<file path="src/rtl/arb_pkg.sv">
// rtl/arb_pkg.sv - shared sizes and FSM state type for channel_arbiter
package arb_pkg;
  localparam int NREQ = 16;
  localparam int OW   = 4;

  typedef enum logic {
    IDLE  = 1'b0,
    GRANT = 1'b1
  } state_t;
endpackage

</file>
<file path="src/rtl/rr_pick.sv">
// rtl/rr_pick.sv - combinational rotating-priority pick: first set req bit at or above ptr, wrapping
module rr_pick
  import arb_pkg::*;
(
  input  logic [NREQ-1:0] req,
  input  logic [OW-1:0]   ptr,
  output logic [NREQ-1:0] onehot,
  output logic [OW-1:0]   idx,
  output logic            any
);

  logic [OW-1:0] k;

  always_comb begin
    onehot = '0;
    idx    = '0;
    any    = 1'b0;
    k      = '0;
    // 4-bit add wraps naturally, giving the 15 -> 0 scan order
    for (int i = 0; i < NREQ; i++) begin
      k = ptr + OW'(i);
      if (!any && req[k]) begin
        any       = 1'b1;
        idx       = k;
        onehot[k] = 1'b1;
      end
    end
  end

endmodule

</file>
<file path="src/rtl/channel_arbiter.sv">
// rtl/channel_arbiter.sv - round-robin owner arbiter driving a one-hot mux select
// Optional forced release after MAX_HOLD cycles when ARB_TIMEOUT_EN is defined.
module channel_arbiter
  import arb_pkg::*;
#(
  parameter int NREQ     = arb_pkg::NREQ,
  parameter int MAX_HOLD = 64
) (
  input  logic            clk,
  input  logic            rst_n,
  input  logic [NREQ-1:0] req,
  input  logic            done,
  output logic [NREQ-1:0] select,
  output logic            valid,
  output logic [OW-1:0]   owner,
  output logic            timeout
);

  state_t        state;
  logic [OW-1:0] ptr;
  logic [NREQ-1:0] pick_onehot;
  logic [OW-1:0] pick_idx;
  logic          pick_any;
  logic          user_rel;
  logic          forced;
  logic          release_now;

  rr_pick u_pick (
    .req    (req),
    .ptr    (ptr),
    .onehot (pick_onehot),
    .idx    (pick_idx),
    .any    (pick_any)
  );

  assign user_rel    = done || !req[owner];
  assign release_now = user_rel || forced;

`ifdef ARB_TIMEOUT_EN
  localparam int HOLD_W = $clog2(MAX_HOLD + 1);

  logic [HOLD_W-1:0] hold_cnt;

  // Counter is zero in the first GRANT cycle because every grant is preceded by IDLE
  assign forced = (state == GRANT) && !user_rel && (hold_cnt == HOLD_W'(MAX_HOLD - 1));

  always_ff @(posedge clk or negedge rst_n) begin
    if (!rst_n) begin
      hold_cnt <= '0;
      timeout  <= 1'b0;
    end else begin
      hold_cnt <= (state == GRANT) ? hold_cnt + 1'b1 : '0;
      timeout  <= forced;
    end
  end
`else
  logic unused_hold;

  assign unused_hold = (MAX_HOLD > 0);
  assign forced      = 1'b0;
  assign timeout     = 1'b0;
`endif

  always_ff @(posedge clk or negedge rst_n) begin
    if (!rst_n) begin
      state  <= IDLE;
      select <= '0;
      valid  <= 1'b0;
      owner  <= '0;
      ptr    <= '0;
    end else begin
      case (state)
        IDLE: begin
          if (pick_any) begin
            state  <= GRANT;
            select <= pick_onehot;
            valid  <= 1'b1;
            owner  <= pick_idx;
            ptr    <= pick_idx + 1'b1;
          end
        end
        GRANT: begin
          // Always pass through IDLE so the mux sees an all-zero select between owners
          if (release_now) begin
            state  <= IDLE;
            select <= '0;
            valid  <= 1'b0;
            owner  <= '0;
          end
        end
        default: state <= IDLE;
      endcase
    end
  end

endmodule

</file>
<file path="config.mk">
export PLATFORM = sky130hd
export DESIGN_NAME = channel_arbiter
export DESIGN_NICKNAME = d
export VERILOG_FILES = /design/src/rtl/arb_pkg.sv /design/src/rtl/rr_pick.sv /design/src/rtl/channel_arbiter.sv
export SDC_FILE = /design/constraint.sdc
export NUM_CORES = 1
export LEC_CHECK = 0
export ABC_CLOCK_PERIOD_IN_PS = 5100
export CORE_MARGIN = 2
export CORE_UTILIZATION = 40
export DETAILED_ROUTE_END_ITERATION = 16
export GPL_ROUTABILITY_DRIVEN = 0
export PLACE_DENSITY_LB_ADDON = 0.1
export SYNTH_ARGS = -nofsm -noshare
export SYNTH_HDL_FRONTEND = slang
export SYNTH_HIERARCHICAL = 1
export SYNTH_SLANG_ARGS = --single-unit
</file>
<file path="constraint.sdc">
create_clock -name clk -period 5.1 [get_ports clk]
set_clock_uncertainty 0.2 [all_clocks]
set_input_delay 0.765 -clock clk [delete_from_list [all_inputs] [get_ports clk]]
set_output_delay 0.765 -clock clk [all_outputs]
set_load 0.02 [all_outputs]
</file>
# Yosys cells after proc, flatten, opt, wreduce, memory -nomap -nowiden
# Index checks and enable logic that the tools add are counted.
dict set report totals {
  ramBits 0
  romBits 0
  word_cells 248
  mem_count 0
  latch_bits 0
  out_inout_bits 22
  register_bits 26
}
dict set report classes {
  div 0
  n_addsub 16
  muxes 126
  shifts 0
  multipliers 0
  eq_ne 2
  reduce_logical 50
  order_cmp 33
  bitwise 16
}
# cell count
set op_table {}
lappend op_table {{16-bit 2-to-1 mux} 18}
lappend op_table {{16-bit bitwise OR} 15}
lappend op_table {{4-bit by 5-bit less-than comparator with 1-bit output (second input constant)} 17}
lappend op_table {{4-bit 2-to-1 mux} 18}
lappend op_table {{1-bit binary-select mux with 4-bit select} 17}
lappend op_table {{1-bit demux with 4-bit select} 16}
lappend op_table {{4-bit by 1-bit >= comparator with 1-bit output (second input constant)} 16}
lappend op_table {{1-bit 2-to-1 mux} 53}
lappend op_table {{4-bit adder (second input constant)} 8}
lappend op_table {{16-bit one-hot mux with 2 select lines} 1}
lappend op_table {{1-bit logical AND} 31}
lappend op_table {{4-bit by 3-bit adder with 4-bit output (second input constant)} 4}
lappend op_table {{1-bit zero test} 16}
lappend op_table {{4-bit by 1-bit adder with 4-bit output (second input constant)} 2}
lappend op_table {{4-bit by 2-bit adder with 4-bit output (second input constant)} 2}
lappend op_table {{4-bit one-hot mux with 2 select lines} 1}
lappend op_table {{1-bit one-hot mux with 2 select lines} 2}
lappend op_table {{2-bit AND reduction} 2}
lappend op_table {{2-bit by 1-bit inequality test with 1-bit output (second input constant)} 1}
lappend op_table {{2-bit inequality test (second input constant)} 1}
lappend op_table {{1-bit logical OR} 1}
lappend op_table {{1-bit inverter} 1}

# Depth between registers and ports, before layout
dict set report logic_depth {
  word_depth 50
  ltp_mapped 21
  ltp_nobuf 15
}

# Cells and area by module
# Netlist, hierarchy kept.
# module seq_area_each_um2 cells_each area_per_inst_um2 instances
set by_module_without_submodules {}
lappend by_module_without_submodules {rr_pick 0.0 568 3928.8 1}
lappend by_module_without_submodules {channel_arbiter 650.6 115 1351.3 1}

# Worst setup path before layout
# Ideal clock, no wire load.
dict set report synth_path {
  path_kind {register to register}
  start {reg ptr[2]}
  end {reg ptr[1]}
  path_buffers 4
  t_arrival_ns 5.144
  stages_incl_launch_ff 18
  setup_ns 0.125
  setup_slack_ns -0.369
  path_cell_list {dfrtp_1 clkbuf_1 buf_2 inv_1 clkbuf_1 ha_1 clkbuf_1 mux4_2 mux4_2 or2_1 or3_1 or3_4 or2_4 nor2_4 nor3_1 a211oi_2 ha_1 mux2_2}
}
dict set report synth_via {
  elab_chain_len 49
  word_cells_on_any_way 111
  cone_classes {add/sub: 16; mux: 64; reduce/logical: 31}
}
# element line
set synth_lines {}
lappend synth_lines {{start: declaration} channel_arbiter.sv:20} ;# logic [OW-1:0] ptr;
lappend synth_lines {{start signal: assignment} channel_arbiter.sv:79} ;# ptr <= pick_idx + 1'b1;
lappend synth_lines {{branches (longest 47 deep; another with 4-bit by 1-bit adder with 4-bit output)} n/a}
lappend synth_lines {{4-bit 2-to-1 mux (*)} rr_pick.sv:22} ;# if (!any && req[k]) begin
lappend synth_lines {{via pick_idx[1]} channel_arbiter.sv:22} ;# logic [OW-1:0] pick_idx;
lappend synth_lines {{4-bit by 1-bit adder with 4-bit output (*)} channel_arbiter.sv:79}
# Mark *: on every way through the listed nets, which the timed path passes. The select of a mux whose other input is x is not followed.
# A chain may end at the register's enable or synchronous reset.

# Worst setup path in the final report
dict set report layout_path {
  start {in req[13]}
  end {reg ptr[3]}
}
dict set report layout_via {
  elab_chain_len 49
  word_cells_on_any_way 96
  cone_classes {add/sub: 1; mux: 64; reduce/logical: 31}
}
# element line
set layout_lines {}
lappend layout_lines {{start: declaration} channel_arbiter.sv:11} ;# input logic [NREQ-1:0] req,
lappend layout_lines {{1-bit binary-select mux with 4-bit select} rr_pick.sv:22}
lappend layout_lines {{1-bit 2-to-1 mux (implied by the code)} rr_pick.sv:22}
lappend layout_lines {{1-bit 2-to-1 mux} rr_pick.sv:22}
lappend layout_lines {{1-bit zero test} rr_pick.sv:22}
lappend layout_lines {{1-bit logical AND} rr_pick.sv:22}
lappend layout_lines {{1-bit 2-to-1 mux} rr_pick.sv:22}
lappend layout_lines {{1-bit zero test} rr_pick.sv:22}
lappend layout_lines {{1-bit logical AND} rr_pick.sv:22}
lappend layout_lines {{(+34 left out)} n/a}
lappend layout_lines {{1-bit zero test} rr_pick.sv:22}
lappend layout_lines {{1-bit logical AND} rr_pick.sv:22}
lappend layout_lines {{1-bit 2-to-1 mux} rr_pick.sv:22}
lappend layout_lines {{1-bit zero test} rr_pick.sv:22}
lappend layout_lines {{1-bit logical AND} rr_pick.sv:22}
lappend layout_lines {{4-bit 2-to-1 mux (*)} rr_pick.sv:22}
lappend layout_lines {{via pick_idx[0]} channel_arbiter.sv:22}
lappend layout_lines {{4-bit by 1-bit adder with 4-bit output (*)} channel_arbiter.sv:79}
# Mark *: on every way through the listed nets, which the timed path passes. The rest lies on a longest branch. The select of a mux whose other input is x is not followed.

==> flow_summary.yaml <==
status:
  status: "complete, no violations"
setup_path:
  crit_type: "in -> reg"
  crit_top_cell: "nor3_1"
  crit_chain: "clkdlybuf4s50_1 -> mux4_1 -> mux2_2 -> mux2i_1 -> and3_1 -> nand3_2 -> or4_1 -> nor3_1 -> nor3_1 -> a21oi_1 -> buf_4 -> nand3_1 -> xor2_1 -> o21ai_0"
  critPathMaxStageDelay_ns: 0.66
  arrival_ns: 4.78
  critical-path-slowest-cell: "or4_1"
  cp_max_fo: 6
  startpoint_type: "primary input"
  crit_required_ns: 5.07
  setup.worst_path.end_class: "register"
  r2r_slack_ns: 0.33
yosys:
  synth_ff_type: "dfrtp_1"
  syn_nets: 716
  synth_top_family_by_area: "simple AND/OR/NAND/NOR gates"
  yosysSeqAreaShare_pct: 12.3
  ys_ff_latch: 26
  synth_edf_count: 0
  yosys.area_share.adder_pct: 3.32
  async_flop_share_pct: 100
  synth_compound_area_share_pct: 25.2
  synthCells: 683
  yosysUniqueCellTypes: 83
  synth-warning-count: 6
  synth_area_um2: 5280
  synth_xor_xnor_area_share_pct: 2.65
  avgSynthCellArea_um2: 7.73
  yosys.area_share.simple_pct: 27.7
  synth_mux_area_share_pct: 22.9
finish:
  drive_gt1_share_pct: 15.3
  antenna_cells: 0
  fillers: 1249
  fin_nets: 760
  layout_common_cells: "nand2_1, nor2_1, buf_4"
  stdcell_count: 898
  final_common_cell: "nand2_1"
  syn2layout_area_growth_pct: 15.6
floorplan:
  die_w_um: 119
  pin_count: 41
  coreArea_um2: 12800
  placementRows: 41
  initial_utilization_pct: 41.3
  fp.dieH_um: 119
  die_area_um2: 14100
drt:
  first_pass_iters: 6
  drtAntennaViolNets: 0
  drcViolationCount: 0
  dr_total_vias: 6115
  wl_um: 20900
  via_per_inst: 6.81
  wire_per_inst_um: 23.3
  drtIter0Drc: 976
clock_network:
  clk_latency_ns: 0.25
  clock-root-buffer: "clkbuf_16"
  path_clk_slew_ns: 0.06
  clock-sinks: 26
  htreeDepth: 1
  clk_path_buf_depth: 2
  tritoncts: "built"
  post_cts_buffers: 0
  cts_buffers: 3
timing:
  rsz0062_at_grt: "no"
  final.setup.tns_ns: 0
  fmax_mhz: 208
  slew_violations: 0
  fin_ws_ns: 0.287
  finalCritPeriodShare_pct: 94.4
  final-hold-violation-count: 0
  worstMarginPinSlew_ns: 1.14
  setup_viol: 0
  min_period_ns: 4.81
  relSlewSlack_pct: 24.0
job:
  drv_cap: 0
global_routing:
  grt_pass1_wl_um: 32700
  overflow: 0
  grt_pass1_vias: 5743
  gr-usage-all-layers_pct: 28.7
  antenna_found_initial: 0
  grt_start_max_net_pins: 30
hold_path:
  hold_path.class: "reg -> reg"
placed_design:
  pre_cts_ws_ns: 0.0947
  dp_hpwl_um: 15900
  dp_cells: 894
  portBuffers: 39
-- layout make-up --
class	instances	area, µm²	area share (%)
flip-flops and latches	26	651	10.7
multi-input cells	593	4320	70.8
repair buffers	88	771	12.6
clock buffers	4	88.8	1.45
inverters	15	56.3	0.922
well taps	172	215	3.52
-- sequential cells by signal, summed over array words and instances, names as in the netlist --
name / flops
state: 1
valid: 1
select: 16
owner: 4
ptr: 4
-- kinds of logic (layout without fill, tap and decap cells) --
family	count (synthesis)	in the layout
AOI/OAI and AO/OA	190	190
muxes	80	80
DFF	26	26
adders and majority gates	14	14
buffers and inverters	64	107
xor gates and xnor gates	16	16
other	1	1
and+or+nand+nor	292	292
-- metrics by stage --
stage                     instance area, µm²  util (%)  hold slack, ns
final                                   6110      47.8           0.357
after CTS                               6100      47.8           0.366
after detailed placement                6010      47.1           0.349
after global placement                  6010      47.1           0.344
after global routing                    6110      47.8           0.401
after floorplan                         5300         -           0.269
-- cells in the mapped netlist (all sizes together), types with 14 or more instances --
| cell type | count | share of area (%) |
|---|---|---|
| buf | 15 | 2.3 |
| a21oi | 43 | 4.1 |
| mux2 | 14 | 3.1 |
| nand2 | 87 | 6.2 |
| clkbuf | 34 | 2.4 |
| nor2 | 65 | 5.1 |
| o22ai | 23 | 2.7 |
| mux2i | 38 | 7.2 |
| ha | 14 | 3.3 |
| o221ai | 20 | 3.3 |
| nand3 | 40 | 3.9 |
| inv | 14 | 1.0 |
| dfrtp | 26 | 12 |
| mux4 | 28 | 13 |
| nor3 | 26 | 2.5 |
| o21ai | 30 | 2.8 |
-- path summary, 6_finish.rpt --
check,from,end,depth (start not counted)
max,req[13],ptr[3],14
min,select[14],select[14],2
max reg2reg,ptr[0],ptr[3],15
min reg2reg,select[14],select[14],2
max in group asynchronous,rst_n,ptr[3],1
min in group asynchronous,rst_n,select[14],1
-- timing repair --
item                                    CTS  global route
hold endpoints to repair                  0             0
gates resized for setup                   0             1
endpoints found under the setup margin    0             1
hold buffers                              0             0
-- per-layer routing --
metal	up-vias	global-route usage [%]	wire length (µm)
met5	-	0	0
met4	0	11.6	916
met2	449	44.2	9150
met1	2864	41.2	8730
met3	61	2.73	2120
li1	2741	-	-
-- worst max-delay path: cells and delay by family --
family,cells,cell delay (ns)
multiplexers,3,1.13
XOR/XNOR,1,0.15
AO/OA/AOI/OAI,2,0.48
buffers and inverters,2,0.71
AND/OR/NAND/NOR,6,1.55
Power is left out: the tool's default activity adds up to more than one toggle a clock period on the data nets, which glitch-free logic cannot reach.
